--- src/rtl/fetch_pkg.sv ---
// ----------------------------------------------------------------------------
// fetch_pkg
// Shared types and constants for the instruction-fetch stage.
//   PC_W / INST_W    : datapath widths (16-bit machine)
//   OP_HALT          : opcode field value that decode reports as halt
//   DEF_RESET_PC     : default reset program counter
//   DEF_NOP_INST     : default bubble word (opcode 0001)
//   fetch_state_e    : fetch FSM state (RUN, HALTED)
//   pc_inc()         : 16-bit modulo increment used for all PC arithmetic
//   is_halt_inst()   : opcode-0000 decode helper
// ----------------------------------------------------------------------------
package fetch_pkg;

   localparam int unsigned PC_W   = 16;
   localparam int unsigned INST_W = 16;

   localparam logic [3:0]        OP_HALT      = 4'b0000;
   localparam logic [PC_W-1:0]   DEF_RESET_PC = 16'h0000;
   localparam logic [INST_W-1:0] DEF_NOP_INST = 16'h1000;

   typedef enum logic {
      RUN    = 1'b0,
      HALTED = 1'b1
   } fetch_state_e;

   // Wraps FFFF -> 0000 with no carry out.
   function automatic logic [PC_W-1:0] pc_inc(input logic [PC_W-1:0] a);
      return a + {{(PC_W-1){1'b0}}, 1'b1};
   endfunction

   function automatic logic is_halt_inst(input logic [INST_W-1:0] inst);
      return inst[INST_W-1 -: 4] == OP_HALT;
   endfunction

endpackage

--- src/rtl/fetch_ifid_reg.sv ---
// ----------------------------------------------------------------------------
// fetch_ifid_reg
// IF/ID pipeline register. Priority: hold > flush > load.
//   clk, rst       : clock, asynchronous active-high reset (resets to bubble)
//   hold_i         : keep all contents
//   flush_i        : load the bubble (inst=NOP, valid=0); PC fields hold
//   load_i         : capture {pc_i, pc_i+1, inst_i, valid=1}
//   pc_i, inst_i   : address and word of the instruction being captured
//   pc_o, pc_plus1_o, inst_o, valid_o : registered IF/ID contents
// ----------------------------------------------------------------------------
module fetch_ifid_reg
   import fetch_pkg::*;
#(
   parameter logic [PC_W-1:0]   RESET_PC = DEF_RESET_PC,
   parameter logic [INST_W-1:0] NOP_INST = DEF_NOP_INST
) (
   input  logic              clk,
   input  logic              rst,
   input  logic              hold_i,
   input  logic              flush_i,
   input  logic              load_i,
   input  logic [PC_W-1:0]   pc_i,
   input  logic [INST_W-1:0] inst_i,
   output logic [PC_W-1:0]   pc_o,
   output logic [PC_W-1:0]   pc_plus1_o,
   output logic [INST_W-1:0] inst_o,
   output logic              valid_o
);

   logic [PC_W-1:0]   pc_q;
   logic [PC_W-1:0]   pc_plus1_q;
   logic [INST_W-1:0] inst_q;
   logic              valid_q;

   always_ff @(posedge clk or posedge rst) begin
      if (rst) begin
         pc_q       <= RESET_PC;
         pc_plus1_q <= pc_inc(RESET_PC);
         inst_q     <= NOP_INST;
         valid_q    <= 1'b0;
      end else if (!hold_i) begin
         if (flush_i) begin
            // Bubble keeps the old PC so decode still has a sane address.
            inst_q  <= NOP_INST;
            valid_q <= 1'b0;
         end else if (load_i) begin
            pc_q       <= pc_i;
            pc_plus1_q <= pc_inc(pc_i);
            inst_q     <= inst_i;
            valid_q    <= 1'b1;
         end
      end
   end

   assign pc_o       = pc_q;
   assign pc_plus1_o = pc_plus1_q;
   assign inst_o     = inst_q;
   assign valid_o    = valid_q;

endmodule

--- src/rtl/fetch_unit.sv ---
// ----------------------------------------------------------------------------
// fetch_unit
// Instruction-fetch stage: owns the PC, drives a 1-cycle-latency synchronous
// instruction memory and feeds the IF/ID register consumed by decode.
//   clk, rst           : clock, asynchronous active-high reset
//   stall              : hold IF/ID and re-read the word currently returning
//   redirect_en/_pc    : taken branch/jump from execute (flushes IF/ID)
//   halt               : decode sees opcode 0000 in IF/ID; freezes fetch
//   imem_en/imem_addr  : memory read request
//   imem_data          : memory read data, valid one cycle after the address
//   PC, PCPlus1, inst, inst_valid : IF/ID outputs
//   halted             : fetch frozen (also the FSM state: HALTED when 1)
// Optional build macro FETCH_STATS_EN adds fetch_count / bubble_count, which
// count valid and bubble IF/ID loads respectively.
//
// Handshake: there is no valid/ready pair here. The memory read is issued
// every RUN cycle; the word on imem_data always belongs to req_pc_q and is
// only meaningful when req_valid_q is set.
// ----------------------------------------------------------------------------
module fetch_unit
   import fetch_pkg::*;
#(
   parameter logic [PC_W-1:0]   RESET_PC = DEF_RESET_PC,
   parameter logic [INST_W-1:0] NOP_INST = DEF_NOP_INST
) (
   input  logic              clk,
   input  logic              rst,
   input  logic              stall,
   input  logic              redirect_en,
   input  logic [PC_W-1:0]   redirect_pc,
   input  logic              halt,
   output logic              imem_en,
   output logic [PC_W-1:0]   imem_addr,
   input  logic [INST_W-1:0] imem_data,
   output logic [PC_W-1:0]   PC,
   output logic [PC_W-1:0]   PCPlus1,
   output logic [INST_W-1:0] inst,
   output logic              inst_valid,
   output logic              halted
`ifdef FETCH_STATS_EN
   ,
   output logic [31:0]       fetch_count,
   output logic [31:0]       bubble_count
`endif
);

   fetch_state_e    state_q, state_d;
   logic [PC_W-1:0] pc_q, pc_d;
   logic [PC_W-1:0] req_pc_q, req_pc_d;
   logic            req_valid_q, req_valid_d;

   logic ifid_hold;
   logic ifid_flush;
   logic ifid_load;

   always_ff @(posedge clk or posedge rst) begin
      if (rst) begin
         state_q     <= RUN;
         pc_q        <= RESET_PC;
         req_pc_q    <= RESET_PC;
         req_valid_q <= 1'b0;
      end else begin
         state_q     <= state_d;
         pc_q        <= pc_d;
         req_pc_q    <= req_pc_d;
         req_valid_q <= req_valid_d;
      end
   end

   // Priority in RUN: redirect > halt > stall > advance.
   always_comb begin
      state_d     = state_q;
      pc_d        = pc_q;
      req_pc_d    = req_pc_q;
      req_valid_d = req_valid_q;
      ifid_hold   = 1'b1;
      ifid_flush  = 1'b0;
      ifid_load   = 1'b0;

      case (state_q)
         RUN: begin
            if (redirect_en) begin
               pc_d        = pc_inc(redirect_pc);
               req_pc_d    = redirect_pc;
               req_valid_d = 1'b1;
               ifid_hold   = 1'b0;
               ifid_flush  = 1'b1;
            end else if (halt) begin
               // Everything holds so decode keeps seeing the halt word.
               state_d = HALTED;
            end else if (!stall) begin
               ifid_hold   = 1'b0;
               ifid_load   = req_valid_q;
               ifid_flush  = !req_valid_q;
               pc_d        = pc_inc(pc_q);
               req_pc_d    = pc_q;
               req_valid_d = 1'b1;
            end
         end
         HALTED: begin
            state_d = HALTED;
         end
         default: begin
            state_d = HALTED;
         end
      endcase
   end

   // During a stall the returning word is re-read, so imem_data stays valid
   // for req_pc_q without a skid buffer.
   assign imem_addr = redirect_en ? redirect_pc : (stall ? req_pc_q : pc_q);
   assign imem_en   = (state_q == RUN);
   assign halted    = (state_q == HALTED);

   fetch_ifid_reg #(
      .RESET_PC (RESET_PC),
      .NOP_INST (NOP_INST)
   ) u_ifid (
      .clk        (clk),
      .rst        (rst),
      .hold_i     (ifid_hold),
      .flush_i    (ifid_flush),
      .load_i     (ifid_load),
      .pc_i       (req_pc_q),
      .inst_i     (imem_data),
      .pc_o       (PC),
      .pc_plus1_o (PCPlus1),
      .inst_o     (inst),
      .valid_o    (inst_valid)
   );

`ifdef FETCH_STATS_EN
   logic [31:0] fetch_count_q;
   logic [31:0] bubble_count_q;

   // Load/flush are only raised on cycles where IF/ID actually updates.
   always_ff @(posedge clk or posedge rst) begin
      if (rst) begin
         fetch_count_q  <= 32'd0;
         bubble_count_q <= 32'd0;
      end else begin
         if (ifid_load)  fetch_count_q  <= fetch_count_q + 32'd1;
         if (ifid_flush) bubble_count_q <= bubble_count_q + 32'd1;
      end
   end

   assign fetch_count  = fetch_count_q;
   assign bubble_count = bubble_count_q;
`endif

endmodule
--- config.mk ---
export PLATFORM = sky130hd
export DESIGN_NAME = fetch_unit
export DESIGN_NICKNAME = d
export VERILOG_FILES = /design/src/rtl/fetch_pkg.sv /design/src/rtl/fetch_ifid_reg.sv /design/src/rtl/fetch_unit.sv
export SDC_FILE = /design/constraint.sdc
export NUM_CORES = 1
export LEC_CHECK = 0
export ABC_AREA = 1
export BUFFER_PORTS_ARGS = -buffer_cell sky130_fd_sc_hd__buf_2
export CORE_MARGIN = 10
export CORE_UTILIZATION = 50
export DETAILED_ROUTE_END_ITERATION = 10
export PLACE_DENSITY = 0.85
export SYNTH_ARGS = -nofsm -noshare
export SYNTH_HDL_FRONTEND = slang
export SYNTH_SLANG_ARGS = --single-unit
--- constraint.sdc ---
create_clock -name clk -period 4.88 [get_ports clk]
set_input_delay 0.976 -clock clk [delete_from_list [all_inputs] [get_ports clk]]
set_output_delay 0.976 -clock clk [all_outputs]
set_load 0.03 [all_outputs]
# Yosys cells after proc, flatten, opt, wreduce, memory -nomap -nowiden
# Cells that the tools add are included.
dict set report totals {
  input_bits 37
  mem_bits_ro 0
  latch_bits 0
  mem_count 0
  ram_bits 0
  word_cells 51
  ff_bits 83
}
dict set report classes {
  reduce_logical 6
  addsub 3
  eq_ne 2
  n_lt_le_gt_ge 0
  n_shift 0
  n_mul 0
  div 0
  mux 29
  bitwise 3
}
# cell count
set ops {}
lappend ops {{$mux W16} 9}
lappend ops {{$add A16 B1 Y16 const B} 3}
lappend ops {{$mux W1} 19}
lappend ops {{$reduce_and A3 Y1} 2}
lappend ops {{$reduce_and A2 Y1} 2}
lappend ops {{$not A1 Y1} 3}
lappend ops {{$ne A2 B1 Y1 const B} 1}
lappend ops {{$ne A2 B2 Y1 const B} 1}
lappend ops {{$pmux W1 S2} 1}
lappend ops {{$reduce_bool A2 Y1} 1}
lappend ops {{$logic_not A1 Y1} 1}

# Longest topological paths before layout
dict set report depth {
  depth_word 7
  mapped_depth 13
  depth_no_buf 12
}

# Cells and area by module
# Synthesis repeated with hierarchy kept, for this count alone.
dict set report hier_totals {
  hier_cells 574
  area_unflattened_um2 4490.6
}
# module seq_area_each_um2 area_per_inst_um2 n_inst cells_each
set modules_own_cells {}
lappend modules_own_cells {fetch_unit 850.8 2270.9 1 317}
lappend modules_own_cells {fetch_ifid_reg 1228.7 2219.6 1 257}

# Worst setup path before layout
# No wires, ideal clock.
dict set report synth_path {
  path_type {input-to-output}
  start {in stall}
  end {out imem_addr[0]}
  slack_ps 1658
  cell_stages 5
  n_path_buf 2
  required_ps 3904
  t_arrival_ps 2246
  cell_sequence {buf_2 inv_1 buf_2 nor2_1 o21ai_0}
}
dict set report synth_via {
  elab_chain_cells 2
}
# element line
set synth_rtl {}
lappend synth_rtl {{start, declared} fetch_unit.sv:28} ;# input logic stall,
lappend synth_rtl {{$mux W16} --}
lappend synth_rtl {{$mux W16} fetch_unit.sv:111} ;# assign imem_addr = redirect_en ? redirect_pc : (stall ? req_pc_q : pc_q);
lappend synth_rtl {{end, declared} fetch_unit.sv:33} ;# output logic [PC_W-1:0] imem_addr,
# No other way between the ends.

# Final worst setup path
dict set report layout_path {
  start {in redirect_en}
  end {out imem_addr[7]}
}
dict set report layout_via {
  elab_chain_cells 1
}
# element line
set layout_rtl {}
lappend layout_rtl {{start, declared} fetch_unit.sv:29} ;# input logic redirect_en,
lappend layout_rtl {{$mux W16} fetch_unit.sv:111}
# No other way between the ends.

==> results.toml <==
[sta]
period_minus_slack_ns = 3.38
worst_pin_slew_ns = 1.13
hold_viol = 0
fin_setup_tns_ns = 0
relSlewSlack = 0.249
setup_viol = 0
rsz0062_at_grt = "false"
slew_violations = 0
finalCritPeriodShare = 0.693
clock_skew_ns = 0.00784
max_freq_ghz = 0.296

[outcome]
status = "finished clean"

[clock_network]
holdBufCountCts = 0
cts_buffers = 9
post-cts-setup-buffer-count = 0
root_buffer = "clkbuf_8"
post_cts_resized = 0
cts.sinks = 83
clk_latency_ns = 0.36
clockBufferDepth = 2
cts_tree = "built"
clk_transition_reported_paths_ns = 0.08
h-tree-depth = 3

[global_routing]
antenna_found_initial = 0
grt_max_degree = 49
grt_pass1_wl_mm = 19.5
grt-ovfl-total = 0
grt_pass1_vias = 3851
grt.total_usage = 0.187

[finish]
multi_input_area_mm2 = 0.00186
antenna_cells = 0
final_nets = 657
area.growth.synth_to_final_pct = 17.5
drive_above_1_share = 0.258
fill_cells = 710
regArea_mm2 = 0.00208

[power_and_ir_drop]
p_seq_frac = 0.471
ir_worst_vdd_mv = 0.151
internal_power_mw = 1.24
power_frac_clock = 0.281
p_switching_mw = 0.694
switching_share = 0.360
power.share.combinational = 0.248
p_total_mw = 1.93
leakage_nw = 2.59
pwr_density_cell_mw_per_mm2 = 388

[setup_path]
cp_max_fo = 32
crit_family = "buffers and inverters"
worstSetupStartpointType = "primary input"
worst-path-buf-inv = 3
path_cells = "buf_2 -> inv_2 -> o21ai_0 -> o21ai_0 -> buf_2"
critical_path.slowest_cell = "inv_2"
slowest_delay_ns = 0.41
cp.arrival_ns = 2.41
end_kind = "primary output"
cp.required_ns = 3.90
criticalPathCategory = "in2out"

[floorplanning]
die_area_mm2 = 0.0125
core_mm2 = 0.00822
core.rowCount = 33
die_h_um = 112
ios = 104
die_w_um = 112
start_util = 0.515

[routing]
first_iter_violations = 327
wl_per_cell_um = 16.6
wl_mm = 12.1
vias = 4078
vias_per_cell = 5.60
ant_nets = 0
drc_errors = 0
first_pass_iters = 5

[synth]
synth.most_common_cell = "nand2_1"
synth.top_cell.area_share = 0.479
ys.flop_type = "dfrtp_1"
yosys-top-cells-area = "dfrtp_1 (48%), nand2_1 (13%), o21ai_0 (7.2%)"
synth-edff-count = 0
syn_avg_cell_area_um2 = 8.06
synth_area_mm2 = 0.00423
synthArstFlopShare = 1.00
syn_nets = 564
synth-seq-cells = 83
ys_seq_area_frac = 0.491
syn_inst = 525
synth.distinct_cells = 37
synth_top_cell_by_area = "dfrtp_1"
synth_common_cells = "nand2_1 (148), dfrtp_1 (81), o21ai_0 (61)"
synth_warnings = 0

[placed_design]
globalplace.congestion = 0.918
hpwl_mm = 8.91
port_buffers = 103

[run]
maxCapViolCount = 0

[worst_hold_path]
hold_class = "reg2reg"
per-stage QoR:
| stage | instance area (um2) | instances | worst slack (ns) | utilization | hold WS (ns) |
|---|---|---|---|---|---|
| global placement | 4760 | 712 | 1.57 | 0.579 | 0.462 |
| CTS | 4970 | 728 | 1.54 | 0.605 | 0.486 |
| detailed placement | 4760 | 712 | 1.45 | 0.579 | 0.465 |
| floorplan | 4230 | 525 | 1.66 | - | 0.459 |
| global route | 4970 | 728 | 1.34 | 0.605 | 0.510 |
| finish | 4970 | 728 | 1.50 | 0.605 | 0.486 |
area by class of cell:
class / instances / share of cell area
Tap cell: 105 / 0.0264
Inverter: 43 / 0.0327
Multi-Input combinational cell: 376 / 0.374
Clock buffer: 12 / 0.0272
Timing Repair Buffer: 105 / 0.107
Sequential cell: 83 / 0.418
Clock inverter: 4 / 0.0151
registers in the layout, summed over array words and instances (netlist names):
| register | cells |
|---|---|
| req_valid_q | 1 |
| u_ifid.pc_plus1_o | 16 |
| u_ifid.valid_o | 1 |
| halted | 1 |
| pc_q | 16 |
| u_ifid.inst_o | 16 |
| u_ifid.pc_o | 16 |
| req_pc_q | 16 |
worst reg2reg max path, cell delays in order (launching register included):
cell and delay, ns:
dfrtp_1 0.42, inv_1 0.12, nand4_2 0.10, buf_4 0.41, nand2_2 0.32, inv_2 0.55, nand2_1 0.12, o21ai_1 0.12
placed cells by master (no fill, tap or decap), types with 5 or more instances in the layout:
cell and n:
nand2_2 20, o21ai_0 61, nand4_1 6, clkbuf_8 9
o211ai_1 5, o21ai_1 10, buf_2 103, nor2_1 44
inv_2 6, inv_1 35, a22o_1 14, dfrtp_1 81
nand3_1 36, nand2_1 148
power by group through the flow:
| stage | combinational (mW) | clock (mW) | sequential (mW) |
|---|---|---|---|
| CTS | 0.481 | 0.543 | 0.903 |
| global placement | 0.461 | 0 | 0.910 |
| floorplan | 0.273 | 0 | 0.959 |
| finish | 0.479 | 0.541 | 0.909 |
| global route | 0.529 | 0.570 | 0.923 |
| detailed placement | 0.478 | 0 | 0.915 |
layer usage:
metal,vias up,GRT usage,wire [um],share of wire
met5,-,0,0,0
met4,0,0.0914,406,0.034
met3,38,0.0408,932,0.077
met2,195,0.310,5990,0.50
met1,1943,0.226,4770,0.39
li1,1902,-,-,-
worst paths after layout:
kind	startpoint	depth (start not counted)	slack (ns)	endpoint
min reg2reg	u_ifid.pc_o[2]	2	0.49	u_ifid.pc_o[2]
max in group asynchronous	rst	3	3.21	pc_q[2]
max reg2reg	halted	7	2.63	pc_q[6]
max	redirect_en	5	1.50	imem_addr[7]
min	u_ifid.pc_o[2]	2	0.49	u_ifid.pc_o[2]
min in group asynchronous	rst	2	0.65	u_ifid.pc_o[7]
cell families after synthesis:
group,count (synthesis),share of synthesized area
buffers and inverters,66,0.0707
AND/OR/NAND/NOR,269,0.283
adder cells (fa/ha/maj),2,0.00591
XOR/XNOR,4,0.00828
AO/OA/AOI/OAI,101,0.140
flip-flops,83,0.491
No activity file was read; power rests on OpenSTA's default activity.
